File: src/rtl/door_plant.sv
// door_plant: behavioural garage-door plant for closed-loop Opener benches.
// Turns the motor commands u/d into a saturating door position, the
// c/o limit switches and a registered obstruction sensor s.
// Optional build macro DOOR_PLANT_INERTIA_EN adds a one-cycle motor
// spin-up whenever motion starts from IDLE or reverses direction.
// u and d are level commands sampled on every rising edge; there is no
// handshake: the plant responds to whatever is present at each edge.
// The FSM state is exported on mstate for monitoring.
module door_plant #(
    parameter int TRAVEL    = 16,
    parameter int POS_W     = 5,
    parameter int START_POS = 8
) (
    input  logic             clk,
    input  logic             r_n,
    input  logic             u,
    input  logic             d,
    input  logic             obs_req,
    output logic             c,
    output logic             o,
    output logic             s,
    output logic [POS_W-1:0] pos,
    output logic             moving,
    output logic             fault,
    output logic [1:0]       mstate
);

    typedef enum logic [1:0] {
        IDLE     = 2'd0,
        RISING   = 2'd1,
        LOWERING = 2'd2,
        FAULT    = 2'd3
    } state_t;

    localparam logic [POS_W-1:0] TOP   = POS_W'(TRAVEL);
    localparam logic [POS_W-1:0] START = POS_W'(START_POS);

    state_t           state_q, state_d;
    logic [POS_W-1:0] pos_q, pos_d;
    logic             moving_q, moving_d;
    logic             s_q;
    logic             run_up, run_dn;

`ifdef DOOR_PLANT_INERTIA_EN
    // Set once the motor has spent its spin-up edge in the current direction.
    logic spun_q, spun_d;

    // Motion is allowed only after a spin-up edge in the same direction.
    always_comb begin
        run_up = (state_q == RISING)   && spun_q;
        run_dn = (state_q == LOWERING) && spun_q;
        spun_d = (state_d == RISING) || (state_d == LOWERING);
    end

    // Spin-up flag register; cleared on reset, IDLE and FAULT.
    always_ff @(posedge clk or negedge r_n) begin
        if (!r_n) spun_q <= 1'b0;
        else      spun_q <= spun_d;
    end
`else
    // Without inertia the door moves on the same edge the command is seen.
    always_comb begin
        run_up = 1'b1;
        run_dn = 1'b1;
    end
`endif

    // Next-state and position update; FAULT is absorbing until reset.
    always_comb begin
        state_d  = state_q;
        pos_d    = pos_q;
        moving_d = 1'b0;
        if (state_q != FAULT) begin
            if (u && d) begin
                state_d = FAULT;
            end else if (u) begin
                state_d = RISING;
                if (run_up && (pos_q < TOP)) begin
                    pos_d    = pos_q + POS_W'(1);
                    moving_d = 1'b1;
                end
            end else if (d) begin
                // An obstruction only blocks downward travel.
                state_d = LOWERING;
                if (run_dn && !s_q && (pos_q != '0)) begin
                    pos_d    = pos_q - POS_W'(1);
                    moving_d = 1'b1;
                end
            end else begin
                state_d = IDLE;
            end
        end
    end

    // State, position and motion registers with asynchronous reset.
    always_ff @(posedge clk or negedge r_n) begin
        if (!r_n) begin
            state_q  <= IDLE;
            pos_q    <= START;
            moving_q <= 1'b0;
        end else begin
            state_q  <= state_d;
            pos_q    <= pos_d;
            moving_q <= moving_d;
        end
    end

    // Obstruction sensor: obs_req delayed by one flop, independent of state.
    always_ff @(posedge clk or negedge r_n) begin
        if (!r_n) s_q <= 1'b0;
        else      s_q <= obs_req;
    end

    // Limit switches are pure decodes of the position register.
    always_comb begin
        c      = (pos_q == '0);
        o      = (pos_q == TOP);
        s      = s_q;
        pos    = pos_q;
        moving = moving_q;
        fault  = (state_q == FAULT);
        mstate = state_q;
    end

endmodule

File: config.mk
export PLATFORM = sky130hd
export DESIGN_NAME = door_plant
export DESIGN_NICKNAME = d
export VERILOG_FILES = /design/src/rtl/door_plant.sv
export SDC_FILE = /design/constraint.sdc
export NUM_CORES = 1
export LEC_CHECK = 0
export ABC_AREA = 1
export CORE_AREA = 3 3 40 42
export CTS_CLUSTER_DIAMETER = 100
export DETAILED_ROUTE_END_ITERATION = 8
export DIE_AREA = 0 0 43 45
export PLACE_DENSITY_LB_ADDON = 0.15
export SLEW_MARGIN = 20
export SYNTH_ARGS = -nofsm -noshare
export SYNTH_HDL_FRONTEND = slang
export SYNTH_SLANG_ARGS = --single-unit
File: constraint.sdc
create_clock -name clk -period 1.7 [get_ports clk]
set_clock_uncertainty 0.15 [all_clocks]
set_input_delay 0.34 -clock clk [delete_from_list [all_inputs] [get_ports clk]]
set_output_delay 0.34 -clock clk [all_outputs]
set_load 0.01 [all_outputs]
Word-level counts from Yosys, hierarchy flattened
Cells that the tools add are included.
{"block": "word_totals", "regBits": 9, "latch_bits": 0, "mem_bits_rw": 0, "rom_bits": 0, "inputBits": 5, "out_inout_bits": 12, "word_cells": 33, "memories": 0}
{"block": "op_classes", "addsub": 2, "n_mul": 0, "n_div": 0, "n_lt_le_gt_ge": 1, "eq_ne": 4, "shift": 0, "muxes": 13, "bitwise_logic": 1, "reduce_logical": 8}
{"operator": "$mux W5", "n": 4}
{"operator": "$mux W1", "n": 6}
{"operator": "$mux W2", "n": 3}
{"operator": "$add A5 B1 Y5 const B", "n": 1}
{"operator": "$eq A5 B5 Y1 const B", "n": 1}
{"operator": "$logic_not A5 Y1", "n": 1}
{"operator": "$lt A5 B5 Y1 const B", "n": 1}
{"operator": "$reduce_and A5 Y1", "n": 1}
{"operator": "$reduce_bool A5 Y1", "n": 1}
{"operator": "$sub A5 B1 Y5 const B", "n": 1}
{"operator": "$reduce_bool A2 Y1", "n": 2}
{"operator": "$eq A2 B2 Y1 const B", "n": 1}
{"operator": "$logic_and A1 B1 Y1", "n": 2}
{"operator": "$ne A2 B1 Y1 const B", "n": 1}
{"operator": "$ne A2 B2 Y1 const B", "n": 1}
{"operator": "$logic_not A1 Y1", "n": 1}
{"operator": "$not A1 Y1", "n": 1}

Depth between registers and ports, before layout
Gate-level depths: netlist (run 1).
{"block": "depth", "depth_word": 7, "ltp_mapped": 8, "depth_no_buf": 8}

Worst setup path after synthesis (run 1)
No wires, ideal clock.
{"block": "synth_timing", "path_kind": "register to register", "start": "register pos_q[0], in the netlist pos[0]", "end": "register pos_q[4], in the netlist pos[4]", "setup_time_ps": 117, "t_arrival_ps": 1242, "required_ps": 1433, "path_slack_ps": 191, "stages_incl_launch_ff": 8, "path_buffers": 0, "period_less_slack_ps": 1509, "path_cell_list": "dfrtp_1 -> fa_1 -> nand3_1 -> nand3_1 -> nand2_1 -> nand2_1 -> nand3_1 -> nand2_1"}
{"block": "synth_via", "elab_chain_len": 4, "elab_cells_between_ends": 12, "cone_classes": "2 x add/sub; 1 x order compare; 1 x eq/ne; 4 x mux; 4 x reduce/logical"}
{"element": "start, declared", "line": "39", "text": "logic [POS_W-1:0] pos_q, pos_d;"}
{"element": "start signal, assigned", "line": "103", "text": "pos_q <= pos_d;"}
{"element": "$sub A5 B1 Y5 / $reduce_bool A5 Y1 (equally long branches)", "line": "86, 85"}
{"element": "$mux W5 / $logic_and A1 B1 Y1 (equally long branches)", "line": "85", "text": "if (run_dn && !s_q && (pos_q != '0)) begin"}
{"element": "$mux W5 / $reduce_bool A2 Y1 (equally long branches)"}
{"element": "$mux W5 / $reduce_and A5 Y1 (equally long branches)"}
Several ways; a longest one is shown, not always the timed one. The select of a mux whose other input is x is not followed.
A chain may end at the register's enable or synchronous reset.

Worst setup path after layout (run 1)
{"block": "layout_timing", "start": "register state_q[0], in the netlist mstate[0]", "end": "output port mstate[0]"}
{"element": "start, declared", "line": "38", "text": "state_t state_q, state_d;"}
{"element": "start signal, assigned", "line": "102", "text": "state_q <= state_d;"}
{"element": "end, declared", "line": "25", "text": "output logic [1:0] mstate"}
No word-level cell between the ends.

==> metrics.yaml, run 1 <==
coreArea_sq_um: 1280
post-route-period-util_pct: 97.0
die_w_microns: 43
powerDensity_nw_per_um2: 505
synth_warnings: 0
status: "finished, final reports clean"
slew_headroom_pct: 70.0
syn-num-nets: 77
layout_min_cycle_time_ns: 1.65
die_area_sq_um: 1940
fmax_mhz: 606
drt-total-wl_microns: 1410
cts_tree: "built"
cp.depth: 1
synth_cells: 67
cp-end-kind: "output pin"
gp_congestion: 0.817
worstPathArrival_ns: 1.16
tightest_slew_ns: 0.448
postSynthAreaPerCell_sq_um: 8.37
drv_cap: 0
layout.nets: 109
drc: 0
clk_latency_ns: 0.26
post-place-ws_ns: -0.350
path_class: "reg2out"
seqCellArea_sq_um: 226
grt_pass1_wl_microns: 2200
first_global_vias: 525
hold_viol_final: 0
critPathLaunchType: "flip-flop"
placementRows: 13
grt_overflow_total: 0
syn_area_sq_um: 561
final_cell_count_no_fill: 113
fillers: 123
globalRouteTotalUtil_pct: 15.5
drive_gt1_share_pct: 29.6
cts.sinks: 9
io_pins: 17
setup_viol: 0
rsz0062_at_grt: "false"
ff2ff_path_depth: 8
grt_antenna_before_repair: 0
yosysSeqAreaShare_pct: 40.4
cts_made_buffers: 3
routed-via-count: 542
die_y_microns: 45
ant_nets: 0
synth_cell_type_count: 15
vdd_ir_drop_max_v: 0.000309
finalPower_mw: 0.431
start_util_pct: 43.6
cts.clk_slew.worst_paths_ns: 0.06
crit_family: "buffers and inverters"
syn_to_final_growth_pct: 52.0
vias_per_cell: 4.80
cp_cell_sequence: "clkdlybuf4s50_1"
portBuffers: 16
drv_slew: 0
dr.pass1.iters: 3
ctsHoldBuffers: 0
multi_input_area_sq_um: 314
worstPathMaxFanout: 2
hp-class: "in2async"
hpwl_microns: 1010
wire_per_inst_microns: 12.5
p_leak_nw: 0.464
h-tree-depth: 1
dr.first_iter.drc_count: 2
root_buffer: "clkbuf_4"
fin_ws_ns: 0.0504
crit_buf_inv: 1
synth-seq-cells: 9
required_ns: 1.21
cts_buffer_depth: 2
cp_slowest_cell: "clkdlybuf4s50_1"
num_antenna_cells: 0
grt_max_degree: 10
slowest_delay_ns: 0.54
placed_cells: 108
-- logic make-up (layout without fill, tap and decap cells) --
kind of cell               Yosys count  in the layout  synth area share [%]
AOI/OAI and AO/OA                    2              2                  4.24
xor gates and xnor gates             1              1                  1.56
adders and majority gates            5              5                  12.5
buffers and inverters               10             41                  6.70
DFF                                  9              9                  40.4
and+or+nand+nor                     40             40                  34.6
-- per-stage QoR --
step / util, % / setup TNS (ns) / hold slack (ns) / cell area (sq um)
after CTS: 65.6 / 0 / 0.243 / 843
final: 66.3 / 0 / 0.235 / 852
after global routing: 66.3 / 0 / 0.263 / 852
after global placement: 63.4 / -1.02 / 0.411 / 815
after floorplan: - / 0 / -0.106 / 561
after detailed placement: 63.4 / -1.16 / 0.422 / 815
-- per-layer routing --
layer	track usage [%]	part of all wire, %
met1	17.3	38
met3	3.98	6.1
met2	27.8	55
met4	7.23	0.85
met5	0	0
-- power breakdown --
part	internal, mW	total (mW)	switching, mW
clock	0.0906	0.170	0.0789
sequential	0.215	0.216	0.000630
combinational	0.0221	0.0451	0.0230
-- final cells by class --
cell class,count,share of cell area (%)
clock buffers,4,3.08
inverters,10,4.41
multi-input cells,48,36.9
well taps,15,2.20
flip-flops and latches,9,26.6
repair buffers,27,26.9
-- registers in the layout, summed over array words and instances, names as in the netlist --
| signal | count |
|---|---|
| s | 1 |
| moving | 1 |
| mstate | 2 |
| pos | 5 |
-- cells in the mapped netlist, drive strengths merged --
library cell	instances	share of area, %
nor2	4	2.7
a21oi	1	2.9
xor2	1	1.6
ha	4	8.9
nand4	2	2.2
dfstp	1	4.7
nand3	11	9.8
dfrtp	8	36
inv	10	6.7
nand2	23	20
a22oi	1	1.3
fa	1	3.6
-- worst paths after layout --
path,slack [ns],startpoint,end
setup / recovery,0.05,mstate[0],mstate[0]
hold / removal,0.23,r_n,mstate[1]
setup reg to reg,0.09,pos[1],pos[4]
hold reg to reg,0.43,mstate[1],mstate[1]
max in group asynchronous,0.83,r_n,pos[3]
min in group clk,0.37,obs_req,s
-- cells in the final DEF, fill, tap and decap left out --
cell type,synthesis,layout
fa_2,0,1
clkdlybuf4s50_1,0,7
inv_2,2,2
nand2_2,4,4
ha_4,0,1
nor2_1,4,3
nand4_1,2,2
dlymetal6s2s_1,0,1
buf_4,0,11
dfrtp_1,8,8
nor2_2,0,1
dfstp_2,1,1
nand2_4,2,2
inv_1,8,8
clkbuf_4,0,3
xor2_1,1,1
ha_1,4,3
dlygate4sd2_1,0,5
a21oi_4,1,1
a22oi_1,1,1
nand3_1,11,11
nand2_1,17,17
clkdlybuf4s15_1,0,1
clkbuf_2,0,2
clkbuf_1,0,1
-- what timing repair did --
| item | in CTS | in global routing |
|---|---|---|
| hold endpoints to repair | 0 | 0 |
| pin swaps | 1 | 0 |
| resized for setup | 11 | 6 |
| setup buffers | 1 | 0 |
| setup endpoints to repair | 9 | 5 |
(Power assumes the default switching activity.)
==> run 2, diff against run 1 <==
--- a/config.mk
+++ b/config.mk
@@ -6,10 +6,10 @@
 export NUM_CORES = 1
 export LEC_CHECK = 0
 export ABC_AREA = 1
-export CORE_AREA = 3 3 40 42
+export CORE_MARGIN = 3
+export CORE_UTILIZATION = 40
 export CTS_CLUSTER_DIAMETER = 100
 export DETAILED_ROUTE_END_ITERATION = 8
-export DIE_AREA = 0 0 43 45
 export PLACE_DENSITY_LB_ADDON = 0.15
 export SLEW_MARGIN = 20
 export SYNTH_ARGS = -nofsm -noshare
==> constraint.sdc (replaced) <==
create_clock -name clk -period 1.5 [get_ports clk]
set_clock_uncertainty 0.15 [all_clocks]
set_input_delay 0.3 -clock clk [delete_from_list [all_inputs] [get_ports clk]]
set_output_delay 0.3 -clock clk [all_outputs]
set_load 0.01 [all_outputs]
==> run 2 against run 1 <==
The flow now finishes with violations (setup timing). Power increased by 14%. Non-clock buffer count increased by 3. Sequential cell count unchanged. Final cell count increased by 1.8%. Hold slack got worse by 0.043 ns. Count of clock-buffer cells in the layout unchanged.
==> metrics.yaml, run 2 (synthesis results as in run 1) <==
grt_antenna_before_repair: 0  # unchanged
gp_congestion: 0.750  # was 0.817
violations: "setup timing"
root_buffer: "clkbuf_4"  # unchanged
setup_viol: 5  # was 0
post-place-ws_ns: -0.512  # was -0.350 ns
vdd_ir_drop_max_v: 0.000570  # was 0.000309 V
drt-total-wl_microns: 1570  # was 1410 microns
cts_buffer_depth: 2  # unchanged
cp_common_cell: "nand2_1"
ant_nets: 0  # unchanged
crit_family: "simple AND/OR/NAND/NOR gates"  # was buffers and inverters
critPathLaunchType: "flip-flop"  # unchanged
clk_latency_ns: 0.26  # about the same
r2r_slack_ns: -0.15  # was 0.09 ns
routed-via-count: 576  # was 542
die_y_microns: 43.4  # was 45 microns
grt_overflow_total: 0  # unchanged
globalRouteTotalUtil_pct: 19.2  # was 15.5%
drive_gt1_share_pct: 43.6  # was 29.6%
num_antenna_cells: 0  # unchanged
p_leak_nw: 0.489  # was 0.464 nW
crit_buf_inv: 1  # unchanged
dr.first_iter.drc_count: 12  # was 2
powerDensity_nw_per_um2: 529  # was 505 nW/um^2
slew_headroom_pct: 72.0  # was 70.0%
cts_tree: "built"  # unchanged
fin_ws_ns: -0.155  # was 0.0504 ns
dr.pass1.iters: 4  # was 3
cp_slowest_cell: "fa_2"  # was clkdlybuf4s50_1
io_pins: 17  # unchanged
drv_slew: 0  # unchanged
layout.nets: 112  # was 109
worstPathArrival_ns: 1.65  # was 1.16 ns
cts.sinks: 9  # unchanged
rsz0062_at_grt: "true"  # was false
cts.clk_slew.worst_paths_ns: 0.06  # about the same
wire_per_inst_microns: 13.7  # was 12.5 microns
die_w_microns: 43.4  # was 43 microns
final_common_cell: "nand2_1"  # unchanged
h-tree-depth: 1  # unchanged
whs_ns: 0.192  # was 0.235 ns
status: "finished, violations left"  # was finished, final reports clean
cts_made_buffers: 3  # unchanged
largest_reg_flops: 5  # unchanged
setup.worst_path.start: "pos[0]"  # was mstate[0]
r2r_start: "pos[0]"  # was pos[1]
layout_min_cycle_time_ns: 1.65
grt_pass1_wl_microns: 2590  # was 2200 microns
coreArea_sq_um: 1200  # was 1280 sq um
final_cell_mix: "nand2_1 (16), buf_4 (9), nand3_1 (8)"  # was nand2_1 (17), nand3_1 (11), buf_4 (11)
required_ns: 1.50  # was 1.21 ns
syn_to_final_growth_pct: 65.0  # was 52.0%
cp-end-kind: "flip-flop"  # was output pin
fmax_mhz: 604
vias_per_cell: 5.01  # was 4.80
first_global_vias: 567  # was 525
finalPower_mw: 0.489  # was 0.431 mW
hp-class: "in2async"  # unchanged
post-route-period-util_pct: 110
tightest_slew_ns: 0.419  # was 0.448 ns
drv_cap: 0  # unchanged
hold_viol_final: 0  # unchanged
slowest_delay_ns: 0.42  # was 0.54 ns
start_util_pct: 46.7  # was 43.6%
portBuffers: 16  # unchanged
die_area_sq_um: 1890  # was 1940 sq um
cp_cell_sequence: "buf_6 > fa_2 > nand3_4 > nand3_2 > nand2_1 > nand2_1 > nand3_1 > nand2_1"  # was clkdlybuf4s50_1
drc: 0  # unchanged
hpwl_microns: 1110  # was 1010 microns
path_class: "reg2reg"  # was reg2out
worstPathMaxFanout: 4  # was 2
placementRows: 12  # was 13
grt_max_degree: 10  # unchanged
run 2: cell types whose count changed in the layout (fill, tap and decap cells not counted), moves of 2 or more:
cell	change
buf_2	+3
buf_4	-2
buf_6	+6
clkdlybuf4s50_1	-4
nand3_1	-3
nand3_2	+2
run 2: per-layer routing:
layer	vias up	wire length (microns)	global-route usage (%)
met2	20	805	30.1
met1	268	634	23.2
met3	4	94	7.88
li1	284	-	-
met5	-	0	0
met4	0	38	7.83
run 2: area by class of cell:
class | count | area, sq um
multi-input cells | 48 | 359
fillers | 86 | 277
repair buffers | 30 | 254
flip-flops and latches | 9 | 228
inverters | 10 | 40.0
clock buffers | 4 | 26.3
well taps | 14 | 17.5
run 2: final timing paths:
path | endpoint | cells after the start
worst min register to register | pos[4] | 3
worst max-delay path | pos[4] | 8
worst min-delay path | pos[4] | 1
worst max register to register | pos[4] | 8
max in group asynchronous | pos[3] | 1
min in group clk | s | 1
run 2: metrics by stage:
step / instances / instance area [sq um] / util, % / setup TNS, ns
finish: 115 / 925 / 77.0 / -0.289
global route: 115 / 925 / 77.0 / -0.658
global placement: 108 / 822 / 68.4 / -2.22
CTS: 113 / 876 / 72.9 / -0.315
floorplan: 67 / 562 / - / 0
detailed placement: 108 / 822 / 68.4 / -2.35
run 2: timing repair:
action / in CTS / in global routing
hold buffers: 0 / 0
gates resized for setup: 34 / 16
endpoints found under the hold margin: 0 / 0
setup buffers: 1 / 2
setup endpoints to repair: 17 / 10
pin swaps: 4 / 5
run 2: report_power, final:
part           internal [mW]  switching, mW
combinational         0.0287         0.0310
sequential             0.244       0.000747
clock                  0.102         0.0824
total                  0.375          0.114
